<file path="config.mk">
export PLATFORM = sky130hd
export DESIGN_NAME = sqrt_datapath
export DESIGN_NICKNAME = d
export VERILOG_FILES = /design/src/rtl/sqrt_pkg.sv /design/src/rtl/sqrt_step.sv /design/src/rtl/sqrt_datapath.sv
export SDC_FILE = /design/constraint.sdc
export NUM_CORES = 1
export LEC_CHECK = 0
export CAP_MARGIN = 30
export CORE_MARGIN = 3
export CORE_UTILIZATION = 45
export DETAILED_ROUTE_END_ITERATION = 8
export PLACE_DENSITY = 0.7
export SETUP_SLACK_MARGIN = 0.3
export SLEW_MARGIN = 10
export SYNTH_ARGS = -nofsm -noshare
export SYNTH_HDL_FRONTEND = slang
export SYNTH_SLANG_ARGS = --single-unit
</file>
<file path="constraint.sdc">
create_clock -name clk -period 3.99 [get_ports clk]
set_input_delay 0.798 -clock clk [delete_from_list [all_inputs] [get_ports clk]]
set_output_delay 0.798 -clock clk [all_outputs]
set_load 0.01 [all_outputs]
</file>
<file path="src/rtl/sqrt_pkg.sv">
// Shared sizing and reset constants for the odd-subtraction square-root datapath.
package sqrt_pkg;

    // Default radicand width. It must be even and at least 2.
    localparam int WIDTH_DEF = 8;

    // Reset and reload value of the odd subtrahend D. It is the first odd number.
    localparam int D_INIT = 1;

    // The root of a WIDTH-bit radicand needs half as many bits.
    function automatic int root_width(input int width);
        return width / 2;
    endfunction

endpackage : sqrt_pkg

</file>
<file path="src/rtl/sqrt_step.sv">
// One iteration of the odd-subtraction root:
//   diff = R - D
//   next D = D + 2
//   Q advances only while diff stays non-negative.
module sqrt_step
    import sqrt_pkg::*;
#(
    parameter int WIDTH = WIDTH_DEF
) (
    input  logic [WIDTH:0]                 r_i,
    input  logic [root_width(WIDTH)+1:0]   d_i,
    input  logic [root_width(WIDTH)-1:0]   q_i,
    output logic [WIDTH:0]                 r_o,
    output logic [root_width(WIDTH)+1:0]   d_o,
    output logic [root_width(WIDTH)-1:0]   q_o,
    output logic                           neg_o
);

    localparam int ROOT_W = root_width(WIDTH);

    // One guard bit above the remainder keeps the sign of R - D exact.
    logic signed [WIDTH+1:0] diff;

    // Subtract the current odd number. A strictly negative result ends the run.
    always_comb begin
        diff  = $signed({r_i[WIDTH], r_i}) - $signed({{(WIDTH - ROOT_W){1'b0}}, d_i});
        neg_o = diff[WIDTH+1];
        r_o   = diff[WIDTH:0];
        d_o   = d_i + (ROOT_W + 2)'(2);
        q_o   = neg_o ? q_i : q_i + ROOT_W'(1);
    end

endmodule : sqrt_step

</file>
<file path="src/rtl/sqrt_datapath.sv">
// Square-root datapath register file.
// A load from the control path seeds R with x.
// Each enabled cycle then subtracts the next odd number, until the remainder goes negative.
module sqrt_datapath
    import sqrt_pkg::*;
#(
    parameter int WIDTH = WIDTH_DEF
) (
    input  logic                          clk,
    input  logic                          rst_n,
    input  logic [WIDTH-1:0]              x_i,
    input  logic                          wr_input_i,
    input  logic                          en_pipe_i,
    output logic                          N_o,
    output logic                          done_o,
    output logic [root_width(WIDTH)-1:0]  root_o
);

    localparam int ROOT_W = root_width(WIDTH);
    localparam logic [ROOT_W+1:0] D_RST = (ROOT_W + 2)'(D_INIT);

    logic [WIDTH:0]    r_q,   r_d;
    logic [ROOT_W+1:0] d_q,   d_d;
    logic [ROOT_W-1:0] q_q,   q_d;
    logic              neg_q, neg_d;

    logic [WIDTH:0]    step_r;
    logic [ROOT_W+1:0] step_d;
    logic [ROOT_W-1:0] step_q;
    logic              step_neg;

    sqrt_step #(
        .WIDTH (WIDTH)
    ) u_step (
        .r_i   (r_q),
        .d_i   (d_q),
        .q_i   (q_q),
        .r_o   (step_r),
        .d_o   (step_d),
        .q_o   (step_q),
        .neg_o (step_neg)
    );

    // Priority is load first, then iterate while not yet negative, otherwise hold.
    always_comb begin
        // NOTE: every next-state signal gets its hold value first, so no path leaves one unassigned and no latch is inferred.
        r_d   = r_q;
        d_d   = d_q;
        q_d   = q_q;
        neg_d = neg_q;
        if (wr_input_i) begin
            r_d   = {1'b0, x_i};
            d_d   = D_RST;
            q_d   = '0;
            neg_d = 1'b0;
        end else if (en_pipe_i && !neg_q) begin
            // The control FSM holds en_pipe one cycle past N=1. The sticky NEG flag masks that extra cycle.
            r_d   = step_r;
            d_d   = step_d;
            q_d   = step_q;
            neg_d = step_neg;
        end
    end

    // State registers. An asynchronous reset abandons any partial result.
    always_ff @(posedge clk or negedge rst_n) begin
        if (!rst_n) begin
            r_q   <= '0;
            d_q   <= D_RST;
            q_q   <= '0;
            neg_q <= 1'b0;
        end else begin
            // NOTE: non-blocking assignments make every register sample pre-edge values, so statement order does not matter.
            r_q   <= r_d;
            d_q   <= d_d;
            q_q   <= q_d;
            neg_q <= neg_d;
        end
    end

    // The flags and the result come straight from registers, with no combinational path from the inputs.
    assign N_o    = neg_q;
    assign done_o = neg_q;
    assign root_o = q_q;

endmodule : sqrt_datapath

</file>
==> results of run 1 <==
## layer usage
layer	share of wire, %	wire [µm]	vias to the layer above
li1	-	-	482
met1	46	1030	435
met2	46	1030	19
met3	5.6	126	7
met4	3.1	69	0
met5	0	0	-
## flip-flops by register name, summed over array words and instances (netlist names)
signal	cells
root_o	4
d_q	6
N_o	1
r_q	9
## stage by stage
stage	utilization [%]	total power, µW	setup WS, ns
4_1_cts	57.1	570	1.84
3_5_place_dp	55.7	445	1.48
3_3_place_gp	55.7	441	1.54
5_1_grt	57.7	609	1.74
2_1_floorplan	-	390	2.13
6_report	57.7	565	1.84
## cells in the mapped netlist, types with 2 or more instances
| library cell | instances |
|---|---|
| a21oi_1 | 10 |
| clkbuf_1 | 5 |
| dfrtp_1 | 19 |
| ha_1 | 8 |
| inv_1 | 8 |
| mux2i_1 | 2 |
| nand2_1 | 10 |
| nand2b_1 | 2 |
| nand3_1 | 3 |
| nand4_1 | 2 |
| nor2_1 | 15 |
| nor2b_1 | 3 |
| nor3b_1 | 2 |
| nor4_1 | 2 |
| o21ai_0 | 8 |
| o21ai_1 | 2 |
| o31ai_1 | 2 |
| or3_1 | 2 |
| or4_1 | 2 |
| xnor2_1 | 6 |
| xor2_1 | 5 |
## logic make-up (layout without fill, tap and decap cells)
| kind of cell | count (synthesis) | after routing |
|---|---|---|
| compound gates | 26 | 26 |
| xor+xnor | 11 | 11 |
| fa+ha+maj | 9 | 9 |
| buf+inv | 14 | 31 |
| flops | 20 | 20 |
| mux | 2 | 2 |
| simple gates | 50 | 50 |
## final cells by class
type / count / area [µm²]
fillers: 226 / 1080
multi-input cells: 98 / 671
flip-flops and latches: 20 / 502
repair buffers: 19 / 193
well taps: 30 / 37.5
clock buffers: 4 / 36.3
inverters: 8 / 30.0
## where the power goes
group	switching (µW)	leakage, µW	internal, µW
Sequential	22.3	0.000258	225
Clock	66.6	0.0000210	55.8
Combinational	101	0.000337	93.7
Total	190	0.000616	374
## placed cells by master (no fill, tap or decap), drive strengths merged, types with 3 or more instances in the layout
master,netlist,layout
or4,3,3
dfrtp,19,19
nand2,10,10
clkbuf,5,4
nand3,3,3
nand2b,3,3
xor2,5,5
xnor2,6,6
nor2,15,15
o21ai,11,11
clkdlybuf4s50,0,17
inv,8,8
a21oi,10,10
nor2b,3,3
ha,8,8
## worst max-delay path: stages
cell and delay (ns):
clkdlybuf4s50_1 0.54, nand2b_4 0.14, or4_1 0.48, o21ai_1 0.17
xnor2_1 0.13, o21ai_1 0.07
## worst min-delay path by stage
stage / endpoint / cells past startpoint / slack, ns / startpoint
floorplan: N_o$_DFFE_PN0P_ / 0 / 0.50 / rst_n
global placement: root_o[3]$_DFFE_PN0P_ / 2 / 0.54 / root_o[3]$_DFFE_PN0P_
detailed placement: root_o[3]$_DFFE_PN0P_ / 2 / 0.55 / root_o[3]$_DFFE_PN0P_
CTS: root_o[3]$_DFFE_PN0P_ / 2 / 0.57 / root_o[3]$_DFFE_PN0P_
global route: root_o[3]$_DFFE_PN0P_ / 2 / 0.61 / root_o[3]$_DFFE_PN0P_
finish: root_o[3]$_DFFE_PN0P_ / 2 / 0.56 / root_o[3]$_DFFE_PN0P_
==> impl_metrics.env, run 1 <==
export IMPL_yosys_area_share_simple_pct=21.7
export IMPL_syn_nets=153
export IMPL_synthAdderAreaFrac_pct=9.78
export IMPL_drc_errors=0
export IMPL_skew_ns=0.00607
export IMPL_cts_tree="built"
export IMPL_yosys_area_top_type_share_pct=38.7
export IMPL_dp_cells=174
export IMPL_cts_hold_buffers=0
export IMPL_cp_start_kind="primary input"
export IMPL_met3_usage_pct=5.12
export IMPL_firstDrtPassIters=4
export IMPL_ys_warnings_count=0
export IMPL_fmax_mhz=465
export IMPL_ioPinCount=18
export IMPL_fin_crit_sh_pct=53.9
export IMPL_clk_pin_slew_ns=0.11
export IMPL_max_cap_viol_count=0
export IMPL_syn_area_um2=1230
export IMPL_synth_xor_area_share_pct=7.84
export IMPL_placed_area_um2=1420
export IMPL_max_slew_margin_pct=54.8
export IMPL_drtIter0Drc=18
export IMPL_viasPerCell=5.27
export IMPL_ys_ff_latch=20
export IMPL_hold_viol_final=0
export IMPL_grt_util_met1_pct=19.1
export IMPL_synthCells=132
export IMPL_drive_gt1_share_pct=8.72
export IMPL_instances_no_fill=179
export IMPL_synth_main_ff_cell="dfrtp_1"
export IMPL_ant_nets=0
export IMPL_synth_top_family_by_area="simple AND/OR/NAND/NOR gates"
export IMPL_port_buffers=17
export IMPL_vias=943
export IMPL_r2r_end="root_o[1]$_DFFE_PN0P_"
export IMPL_antenna_found_initial=0
export IMPL_fin_crit_ns=2.15
export IMPL_synth_area_leaders="dfrtp_1, ha_1, nor2_1"
export IMPL_r2r_start="d_q[4]$_DFFE_PN0P_"
export IMPL_grt_busiest_layer="met2"
export IMPL_r2r_slack_ns=1.96
export IMPL_synth_compound_area_share_pct=13.6
export IMPL_clock_latency_ns=0.31
export IMPL_core_um2=2540
export IMPL_grt_usage_pct=15.8
export IMPL_fin_area_um2=1470
export IMPL_critPathMaxFanout=14
export IMPL_crit_type="primary input to flop"
export IMPL_place_congestion=0.756
export IMPL_clockBufferDepth=2
export IMPL_cp_data_arrival_time_ns=2.33
export IMPL_nets=171
export IMPL_rr_worst_depth=7
export IMPL_hpwl_mm=1.65
export IMPL_grt_max_degree=21
export IMPL_outcome="completed"
export IMPL_n_antenna_cell=0
export IMPL_start_util_pct=48.3
export IMPL_ys_seq_area_share_pct=40.8
export IMPL_gr_usage_met2_pct=25.2
export IMPL_critPathRequiredTime_ns=4.17
export IMPL_grt_overflow_total=0
export IMPL_muxShareOfSynthArea_pct=1.63
export IMPL_rows=18
export IMPL_numCtsBuffers=3
export IMPL_postSynth_asyncResetShare_pct=100
export IMPL_tightest_slew_ns=0.676
export IMPL_endpoint_kind="flop"
export IMPL_finalMaxSlewViolations=0
export IMPL_hold_ws_ns=0.560
export IMPL_cts_setup_buffers=0
export IMPL_synth_top_area_cell="dfrtp_1"
export IMPL_wirelength_mm=2.25
export IMPL_clock_root_buffer="clkbuf_4"
export IMPL_die_x_um=58.3
export IMPL_die_area_um2=3390
export IMPL_hp_class="flop to flop"
export IMPL_finalSetupTns_ns=0
export IMPL_cts_resized=0
export IMPL_die_h_um=58.3
export IMPL_avgSynthCellArea_um2=9.31
export IMPL_avgRoutedWirePerCell_um=12.6
export IMPL_synth_edf_count=0
export IMPL_setup_violations_final=0
export IMPL_p_leak_uw=0.000616
export IMPL_rsz0062_at_grt="no"
export IMPL_htree_num_levels=1
export IMPL_yosys_cell_types_count=35
export IMPL_area_growth_pct=19.6
export IMPL_power_density_nw_per_um2=384
export IMPL_clkSinkCount=20
export IMPL_ir_worst_vdd_mv=0.215
export IMPL_grt_pass1_vias=911
export IMPL_critPathLaunch="en_pipe_i"
export IMPL_critPathCapture="r_q[7]$_DFFE_PN0P_"
export IMPL_grt_pass1_wl_mm=4.00
Note: power is estimated with default switching activity, not from simulation.
==> inputs of run 2 (changes only) <==
==> constraint.sdc (replaced) <==
create_clock -name clk -period 2.2 [get_ports clk]
set_input_delay 0.44 -clock clk [delete_from_list [all_inputs] [get_ports clk]]
set_output_delay 0.44 -clock clk [all_outputs]
set_load 0.01 [all_outputs]
==> run 2 against run 1 <==
Flip-flop and latch count did not move. Combinational power increased by 110%. Hold slack lost 0.12 ns. Largest power group unchanged.
==> impl_metrics.env, run 2 (synthesis results as in run 1) <==
export IMPL_dp_cells=179
export IMPL_wirelength_mm=2.61
export IMPL_firstDrtPassIters=4
export IMPL_grt_pass1_vias=954
export IMPL_grt_pass1_wl_mm=4.35
export IMPL_top_register="r_q"
export IMPL_ioPinCount=18
export IMPL_finalSetupTns_ns=0
export IMPL_grt_overflow_total=0
export IMPL_final_cell_mix="dfrtp_1, clkdlybuf4s50_1, nor2_1, buf_4"
export IMPL_die_area_um2=3390
export IMPL_outcome="completed"
export IMPL_htree_num_levels=1
export IMPL_skew_ns=0.0130
export IMPL_path_cells="inv_2 -> ha_4 -> a21o_1 -> or4_4 -> o21ai_4 -> mux2i_1 -> nor2_1"
export IMPL_rr_worst_depth=7
export IMPL_cp_data_arrival_time_ns=2.12
export IMPL_clockBufferDepth=2
export IMPL_hpwl_mm=1.81
export IMPL_max_slew_margin_pct=70.7
export IMPL_finalMaxSlewViolations=0
export IMPL_n_antenna_cell=0
export IMPL_worst_path_largest_cell_delay_ns=0.43
export IMPL_fin_util_pct=63.0
export IMPL_power_density_nw_per_um2=733
export IMPL_vias=996
export IMPL_largest_reg_flops=9
export IMPL_critPathRequiredTime_ns=2.41
export IMPL_fmax_mhz=523
export IMPL_die_x_um=58.3
export IMPL_fin_crit_ns=1.91
export IMPL_critPathBufInv=1
export IMPL_clkSinkCount=20
export IMPL_rsz0062_at_grt="yes"
export IMPL_nets=184
export IMPL_ant_nets=0
export IMPL_port_buffers=17
export IMPL_hp_class="primary input to asynchronous set/reset pin"
export IMPL_critPathMaxFanout=7
export IMPL_nFillCells=227
export IMPL_start_util_pct=48.3
export IMPL_hold_ws_ns=0.438
export IMPL_cp_depth=7
export IMPL_hold_viol_final=0
export IMPL_endpoint_kind="flop"
export IMPL_area_growth_pct=30.4
export IMPL_power_uw=1170
export IMPL_avgRoutedWirePerCell_um=13.6
export IMPL_p_leak_uw=0.000687
export IMPL_clock_latency_ns=0.32
export IMPL_place_congestion=0.749
export IMPL_antenna_found_initial=0
export IMPL_layout_commonest_cell="dfrtp_1"
export IMPL_crit_type="flop to flop"
export IMPL_drive_gt1_share_pct=18.5
export IMPL_grt_max_degree=21
export IMPL_drc_errors=0
export IMPL_rows=18
export IMPL_ir_worst_vdd_mv=0.484
export IMPL_fin_crit_sh_pct=86.9
export IMPL_setup_violations_final=0
export IMPL_grt_usage_pct=17.0
export IMPL_numCtsBuffers=3
export IMPL_instances_no_fill=192
export IMPL_viasPerCell=5.19
export IMPL_clock_root_buffer="clkbuf_4"
export IMPL_drtIter0Drc=21
export IMPL_clk_pin_slew_ns=0.13
export IMPL_core_um2=2540
export IMPL_tightest_slew_ns=0.436
export IMPL_critical_path_top_delay_family="simple AND/OR/NAND/NOR gates"
export IMPL_cp_start_kind="flop"
export IMPL_die_h_um=58.3
export IMPL_crit_slowest_cell="or4_4"
export IMPL_cts_tree="built"
export IMPL_max_cap_viol_count=0
[run 2: cell count changes in the layout (fill, tap and decap cells not counted), sizes merged]
cell,previous run,this run
buf,2,15
bufinv,0,1
clkbuf,4,3
[run 2: final timing paths]
path / start / end / slack (ns)
worst max-delay path: d_q[4]$_DFFE_PN0P_ / root_o[1]$_DFFE_PN0P_ / 0.29
worst max register to register: d_q[4]$_DFFE_PN0P_ / root_o[1]$_DFFE_PN0P_ / 0.29
worst min register to register: root_o[3]$_DFFE_PN0P_ / root_o[3]$_DFFE_PN0P_ / 0.58
worst min-delay path: rst_n / r_q[7]$_DFFE_PN0P_ / 0.44
min in group clk: root_o[3]$_DFFE_PN0P_ / root_o[3]$_DFFE_PN0P_ / 0.58
max in group asynchronous: rst_n / d_q[0]$_DFFE_PN1P_ / 1.48
[run 2: timing repair]
action | in CTS | in global routing
setup endpoints to repair | 4 | 7
buffers inserted | 1 | 8
pin swaps | 1 | 3
hold buffers | 0 | 0
resized for setup | 2 | 3
[run 2: per-layer routing]
| metal | part of all wire (%) | up-vias | track usage [%] | wire length (µm) |
|---|---|---|---|---|
| met5 | 0 | - | 0 | 0 |
| met1 | 45 | 459 | 22.3 | 1170 |
| met2 | 49 | 23 | 27.7 | 1280 |
| li1 | - | 509 | - | - |
| met3 | 4.1 | 5 | 2.23 | 106 |
| met4 | 2.0 | 0 | 7.95 | 51 |
[run 2: through the flow]
step                      worst slack (ns)  cell area, µm²
after global routing                 0.154            1600
final                                0.289            1600
after floorplan                      0.337            1230
after CTS                            0.269            1530
after global placement               0.202            1460
after detailed placement             0.167            1460
[run 2: layout make-up]
type	count	area (µm²)	share of cell area, %
multi-input combinational	98	698	43.6
clock inverter	1	30.0	1.87
inverter	8	30.0	1.87
clock buffer	3	22.5	1.41
sequential	20	502	31.3
tap	30	37.5	2.34
timing repair buffer	32	283	17.6
[run 2: report_power, final]
group	switching (µW)	total [µW]	internal, µW
logic	200	414	213
clock network	127	311	184
registers	41.3	449	408
total	369	1170	805
==> inputs of run 3 (changes only) <==
--- a/config.mk
+++ b/config.mk
@@ -5,6 +5,7 @@
 export SDC_FILE = /design/constraint.sdc
 export NUM_CORES = 1
 export LEC_CHECK = 0
+export ABC_CLOCK_PERIOD_IN_PS = 2200
 export CAP_MARGIN = 30
 export CORE_MARGIN = 3
 export CORE_UTILIZATION = 45
==> results of run 3 <==
No change in the layout: final DEF, timing and power equal those of run 2.
